### config.mk
export PLATFORM = sky130hd
export DESIGN_NAME = seg_scan_ctrl
export DESIGN_NICKNAME = d
export VERILOG_FILES = /design/src/rtl/seg_scan_ctrl.sv
export SDC_FILE = /design/constraint.sdc
export NUM_CORES = 1
export LEC_CHECK = 0
export ABC_AREA = 1
export ABC_CLOCK_PERIOD_IN_PS = 4700
export BUFFER_PORTS_ARGS = -buffer_cell sky130_fd_sc_hd__buf_2
export CORE_AREA = 2 2 78 80
export CTS_CLUSTER_DIAMETER = 50
export CTS_CLUSTER_SIZE = 28
export DETAILED_ROUTE_END_ITERATION = 10
export DIE_AREA = 0 0 80 82
export HOLD_SLACK_MARGIN = 0.06
export SETUP_SLACK_MARGIN = 0.5
export SYNTH_ARGS = -nofsm -noshare
export SYNTH_HDL_FRONTEND = slang
export SYNTH_SLANG_ARGS = --single-unit
### constraint.sdc
create_clock -name clk -period 4.7 [get_ports clk]
set_clock_uncertainty 0.1 [all_clocks]
set_input_delay 0.94 -clock clk [delete_from_list [all_inputs] [get_ports clk]]
set_output_delay 0.94 -clock clk [all_outputs]
set_load 0.05 [all_outputs]
### src/rtl/seg_scan_ctrl.sv
// Multiplexed 7-segment digit scanner with per-digit blanking and 16-level PWM.
// Outputs are registered and lag the internal scan counters by one clock.
module seg_scan_ctrl #(
  parameter int  NUM_DIGITS = 4,
  parameter int  PHASE_LEN  = 3125,
  parameter bit  ACTIVE_LOW = 1'b1,
  localparam int IDX_W      = $clog2(NUM_DIGITS)
) (
  input  logic                  clk,
  input  logic                  rst,
  input  logic                  en,
  input  logic [NUM_DIGITS-1:0] blank_mask,
  input  logic [3:0]            brightness,
  output logic [IDX_W-1:0]      digit_sel,
  output logic [NUM_DIGITS-1:0] anode,
  output logic                  frame_tick
);

  localparam int SUB_W = (PHASE_LEN > 1) ? $clog2(PHASE_LEN) : 1;

  logic [SUB_W-1:0]      sub_q, sub_d;
  logic [3:0]            phase_q, phase_d;
  logic [IDX_W-1:0]      idx_q, idx_d;
  logic [NUM_DIGITS-1:0] blank_sh_q, blank_sh_d;
  logic [3:0]            bright_sh_q, bright_sh_d;
  logic [IDX_W-1:0]      digit_sel_q, digit_sel_d;
  logic [NUM_DIGITS-1:0] anode_q, anode_d;
  logic                  frame_tick_q, frame_tick_d;
  logic [NUM_DIGITS-1:0] on_vec;
  logic                  slot_start;
  logic                  sub_last;

  // Next-state for counters and shadows, plus the registered output values
  always_comb begin
    sub_d        = sub_q;
    phase_d      = phase_q;
    idx_d        = idx_q;
    blank_sh_d   = blank_sh_q;
    bright_sh_d  = bright_sh_q;
    digit_sel_d  = digit_sel_q;
    frame_tick_d = 1'b0;
    on_vec       = {NUM_DIGITS{1'b0}};
    slot_start   = (sub_q == {SUB_W{1'b0}}) && (phase_q == 4'd0);
    sub_last     = (sub_q == SUB_W'(PHASE_LEN - 1));

    if (en) begin
      // Shadows load on slot entry and feed this cycle's anode decision directly,
      // so the first clock of a slot already uses the freshly sampled values.
      if (slot_start) begin
        blank_sh_d  = blank_mask;
        bright_sh_d = brightness;
      end else begin
        blank_sh_d  = blank_sh_q;
        bright_sh_d = bright_sh_q;
      end

      if (sub_last) begin
        sub_d   = {SUB_W{1'b0}};
        phase_d = phase_q + 4'd1;
        if (phase_q == 4'd15) begin
          if (idx_q == IDX_W'(NUM_DIGITS - 1)) begin
            idx_d = {IDX_W{1'b0}};
          end else begin
            idx_d = idx_q + IDX_W'(1);
          end
        end else begin
          idx_d = idx_q;
        end
      end else begin
        sub_d   = sub_q + SUB_W'(1);
        phase_d = phase_q;
        idx_d   = idx_q;
      end

      for (int i = 0; i < NUM_DIGITS; i++) begin
        on_vec[i] = (idx_q == IDX_W'(i)) && !blank_sh_d[i] && (phase_q < bright_sh_d);
      end

      digit_sel_d  = idx_q;
      frame_tick_d = (digit_sel_q == IDX_W'(NUM_DIGITS - 1)) && (idx_q == {IDX_W{1'b0}});
    end else begin
      digit_sel_d  = digit_sel_q;
      frame_tick_d = 1'b0;
    end

    if (ACTIVE_LOW) begin
      anode_d = ~on_vec;
    end else begin
      anode_d = on_vec;
    end
  end

  // State and output registers; reset parks the scan dark at digit 0
  always_ff @(posedge clk) begin
    if (rst) begin
      sub_q        <= {SUB_W{1'b0}};
      phase_q      <= 4'd0;
      idx_q        <= {IDX_W{1'b0}};
      blank_sh_q   <= {NUM_DIGITS{1'b1}};
      bright_sh_q  <= 4'd0;
      digit_sel_q  <= {IDX_W{1'b0}};
      anode_q      <= {NUM_DIGITS{ACTIVE_LOW}};
      frame_tick_q <= 1'b0;
    end else begin
      sub_q        <= sub_d;
      phase_q      <= phase_d;
      idx_q        <= idx_d;
      blank_sh_q   <= blank_sh_d;
      bright_sh_q  <= bright_sh_d;
      digit_sel_q  <= digit_sel_d;
      anode_q      <= anode_d;
      frame_tick_q <= frame_tick_d;
    end
  end

  assign digit_sel  = digit_sel_q;
  assign anode      = anode_q;
  assign frame_tick = frame_tick_q;

endmodule
Yosys cells after proc, flatten, opt, wreduce, memory -nomap -nowiden. Index checks and enable logic that the tools add are counted.

Register bits: 33. Output and inout port bits: 7. Logic and storage cells: 47.

$add $sub $neg: 3. Order comparisons: 1. Eq/ne operators: 6. Muxes and demuxes: 7. Bitwise gates (word level): 2. Reduce and logical (&&, ||, !) cells: 20.

Operators by type and width (number): $mux 4 (5); $add 12x1->12 const B (1); $eq 12x12->1 const B (1); $logic_not 12->1 (1); $mux 12 (1); $logic_and 1x1->1 (10); $eq 2x2->1 const B (3); $add 4x1->4 const B (1); $eq 4x4->1 const B (1); $logic_not 1->1 (4); $logic_not 4->1 (1); $lt 4x4->1 (1); $not 4->4 (1); $reduce_and 3->1 (1); $add 2x1->2 const B (1); $eq 2x1->1 const B (1); $logic_not 2->1 (1); $mux 2 (1); $reduce_and 2->1 (1); $reduce_or 2->1 (1); $not 1->1 (1).

Depth between registers and ports, before layout.
Depth after elaboration: 9. Mapped depth: 15. Mapped depth without buffers: 15.

Worst setup path before layout. Ideal clock, no wire load.

Kind: input to register. From: input en. To: register anode_q[0], in the netlist anode[0]. Setup time: 0.131 ns. Data arrival time: 1.779 ns. Setup slack: 2.690 ns. Stages on the path: 6. Cells stage by stage: buf_4 inv_1 nor2_1 inv_1 nor3_1 nand3_1.

Word-level cells in the longest chain between the ends: 2.

RTL lines: start, declared (line 11) `input logic en,`; $mux 4 (line 46) `if (en) begin`; $not 4->4 (line 87) `anode_d = ~on_vec;`; end signal, assigned (line 102) `anode_q <= {NUM_DIGITS{ACTIVE_LOW}};`; end signal, assigned (line 111) `anode_q <= anode_d;`; end, declared (line 27) `logic [NUM_DIGITS-1:0] anode_q, anode_d;`.

No other way between the ends. A chain may end at the register's enable or synchronous reset.

Final worst setup path.
From: register sub_q[0]. To: register anode_q[1], in the netlist anode[1].

Word-level cells in the longest chain between the ends: 9. Elaborated cells on any way between the ends: 12.

RTL lines: start, declared (line 21) `logic [SUB_W-1:0] sub_q, sub_d;`; start signal, assigned (line 96) `sub_q <= {SUB_W{1'b0}};`; start signal, assigned (line 105) `sub_q <= sub_d;`; $logic_not 12->1 * (line 43) `slot_start = (sub_q == {SUB_W{1'b0}}) && (phase_q == 4'd0);`; $logic_and 1x1->1 * (line 43); parallel branches: the longest is 4 deep, another holds $lt 4x4->1; $logic_and 1x1->1 * (line 76) `on_vec[i] = (idx_q == IDX_W'(i)) && !blank_sh_d[i] && (phase_q < bright_sh_d);`; $mux 4 * (line 46); $not 4->4 * (line 87).

Mark *: on every way between the ends. The select of a mux whose other input is x is not followed.

==> impl_metrics.csv <==
group,metric,value,unit
run_status,status,"complete, no violations",
route,avgRoutedWirePerCell,10.8,um
yosys,async_sr_flop_fraction,0,%
yosys,synth.top_cells.by_area,"sky130_fd_sc_hd__dfxtp_1 (40%), sky130_fd_sc_hd__ha_1 (8.2%), sky130_fd_sc_hd__nand3_1 (7.8%), sky130_fd_sc_hd__nand2_1 (7.6%), sky130_fd_sc_hd__inv_1 (6.3%)",
route,drt_iter0_drc,39,
global_routing,first_global_vias,1403,
sta,setup_viol,0,
critical_path,worst_setup_path_end_kind,"register",
cells_and_area,fillCellCount,641,
sta,final_critical_path_setup_slack,2490,ps
cts,ctsHtreeMaxLevel,2,
global_routing,globalRouteOverflowTotal,0,
die,fp.coreArea,5750,um2
sta,max_clock_freq,453,MHz
global_routing,number_of_antenna_violations_at_the_first_check_in_global_routing,0,
cells_and_area,synthToLayoutAreaGrowth,15.0,%
route,vias,1442,
cts,cts_inserted_buffers,5,
placement,place_congestion,0.880,
die,floorplan.rows,28,
yosys,synth_top_cells_by_count,"sky130_fd_sc_hd__nand2_1 (34), sky130_fd_sc_hd__dfxtp_1 (33), sky130_fd_sc_hd__inv_1 (28)",
placement,detailed_place.area,1840,um2
cts,cts.sink_count,33,
sta,tightest_slew,465,ps
yosys,synth.yosys.warnings,0,
die,initial_core_util,29.1,%
yosys,ys_seq_elements,33,
yosys,syn-cell-area,1670,um2
route,drt-total-wl,3400,um
sta,final_hold_viol_count,0,
global_routing,globalRouteTotalUtil,11.6,%
global_routing,grt_first_pass_wirelength,5920,um
pwr,vdd_drop_max,126,uV
cts,clkTransAtPathRegs,70,ps
cts,clk-insertion-delay-late,280,ps
cells_and_area,antenna-diode-count,0,
cells_and_area,area_used_by_sequential_logic_in_the_layout,661,um2
die,die_w,80,um
placement,place.port_buffers,17,
run,maximum_capacitance_violations,0,
critical_path,criticalPathCategory,"reg2reg",
route,detail_route.vias_per_cell,4.58,
yosys,synth_sequential_area_ratio,39.6,%
yosys,synth.net_count,239,
yosys,synthFlopType,"sky130_fd_sc_hd__dfxtp_1",
cts,cts_max_path_buffers,2,
die,floorplan.io_pins,18,
cells_and_area,multi_input_comb_area,888,um2
hold_path,hold_class,"reg2reg",
cts,post_cts_hold_buffer_count,0,
cts,post_cts_setup_repair_bufs,0,
yosys,synth_top_area_share,39.6,%
yosys,synth.largest_area_cell,"sky130_fd_sc_hd__dfxtp_1",
sta,period_needed,2210,ps
route,route.antenna.remaining_nets,0,
route,drc_viols,0,
cts,cts_resized,0,
yosys,synth_area_per_cell,7.69,um2
cells_and_area,layout_nets,261,
critical_path,sort_of_element_at_the_start_of_the_critical_path,"register",
cts,tritoncts,"done",
critical_path,worst_ep_arrival_time,2260,ps
yosys,synth_cells,217,
pwr,p_leak,0.802,nW
pwr,power_density,289,nW/um2
yosys,synthDistinctLibCells,31,
placement,hpwl_dp,2630,um
die,fp.dieH,82,um
cts,clockRootBuffer,"sky130_fd_sc_hd__clkbuf_8",
sta,timing.final.max_slew_violations,0,
cells_and_area,postLayoutCellArea,1920,um2
sta,post-route-period-util,46.9,%
placement,preCtsSetupSlack,2420,ps
route,dr.pass1.iters,4,
critical_path,worstPathMaxFanout,9,
sta,setup_total_negative_slack,0,ps
sta,unrepaired_setup_endpoints_after_global_routing,"false",
sta,timing.max_slew.rel_slack,68.9,%
die,die_area,6560,um2
yosys,synth_enable_flop_cells,0,
global_routing,grt_start_max_net_pins,12,
critical_path,worst-endpoint-required,4750,ps
cells_and_area,drive_gt1_share,14.2,%
yosys,yosysMostFrequentCell,"sky130_fd_sc_hd__nand2_1",
## worst max-delay path: stages (launching register included)
cell and delay [ps]:
sky130_fd_sc_hd__dfxtp_1 340, sky130_fd_sc_hd__inv_1 80, sky130_fd_sc_hd__ha_1 200, sky130_fd_sc_hd__nand2_1 70
sky130_fd_sc_hd__inv_1 50, sky130_fd_sc_hd__nand2_1 70, sky130_fd_sc_hd__nor2_4 200, sky130_fd_sc_hd__nand2_4 130
sky130_fd_sc_hd__nand2_1 80, sky130_fd_sc_hd__nand2_1 50, sky130_fd_sc_hd__inv_1 60, sky130_fd_sc_hd__ha_1 230
sky130_fd_sc_hd__a21oi_1 290, sky130_fd_sc_hd__nand3_1 120
## stage by stage
stage	hold WS [ps]	utilization, %	instances	total power, mW
6_report	370	33.4	315	0.554
3_3_place_gp	349	32.0	307	0.355
2_1_floorplan	329	-	217	0.341
3_5_place_dp	358	32.0	307	0.355
5_1_grt	398	33.4	315	0.587
4_1_cts	375	33.4	315	0.561
## kinds of logic (layout without fill, tap and decap cells)
logic type | count (synthesis) | after routing | synth area share [%]
fa+ha+maj | 11 | 11 | 8.25
xor+xnor | 7 | 7 | 3.67
compound gates | 25 | 25 | 8.77
buf+inv | 31 | 54 | 7.20
simple gates | 109 | 109 | 31.9
flops | 33 | 33 | 39.6
mux | 1 | 1 | 0.675
## routing by layer
layer  vias up  track usage, %  share of wire, %
li1        754               -                 -
met1       658            13.2                47
met2        26            20.6                47
met3         4            3.41               5.1
met4         0            4.58               1.2
met5         -               0                 0
## flip-flops by register name, indices dropped and copies added, names as in the netlist
name / flops
bright_sh_q: 4
digit_sel: 2
idx_q: 2
phase_q: 4
sub_q: 12
blank_sh_q: 4
anode: 4
frame_tick: 1
## where the power goes
| part | internal [mW] | switching (mW) |
|---|---|---|
| sequential | 0.288 | 0.00392 |
| clock | 0.103 | 0.102 |
| combinational | 0.0200 | 0.0372 |
| total | 0.410 | 0.144 |
## worst paths after layout
check | from | end | slack (ps) | cells after the start
hold / removal | digit_sel[1]$_SDFFE_PP0P_ | frame_tick$_SDFF_PP0_ | 370 | 2
setup reg to reg | sub_q[0]$_SDFFE_PP0P_ | anode[1]$_SDFF_PP1_ | 2490 | 13
setup / recovery | sub_q[0]$_SDFFE_PP0P_ | anode[1]$_SDFF_PP1_ | 2490 | 13
hold reg to reg | digit_sel[1]$_SDFFE_PP0P_ | frame_tick$_SDFF_PP0_ | 370 | 2
## placed cells by master, fill, tap and decap left out, types with 4 or more instances in the layout
master and instances:
sky130_fd_sc_hd__xor2_1 4, sky130_fd_sc_hd__nand3_1 26, sky130_fd_sc_hd__inv_1 28, sky130_fd_sc_hd__o21a_1 4, sky130_fd_sc_hd__ha_1 11, sky130_fd_sc_hd__o21ai_0 5
sky130_fd_sc_hd__nor3_1 5, sky130_fd_sc_hd__a21oi_1 9, sky130_fd_sc_hd__buf_2 17, sky130_fd_sc_hd__nor2_1 26, sky130_fd_sc_hd__clkbuf_8 5, sky130_fd_sc_hd__dfxtp_1 33
sky130_fd_sc_hd__nand2_1 34
## cell type report
cell class,instances,share of cell area [%]
multi-input cells,153,46.3
flip-flops and latches,33,34.4
inverters,29,5.67
well taps,75,4.89
repair buffers,17,4.43
clock buffers,6,3.78
clock inverters,2,0.522
No activity file was read; power rests on OpenSTA's default activity.
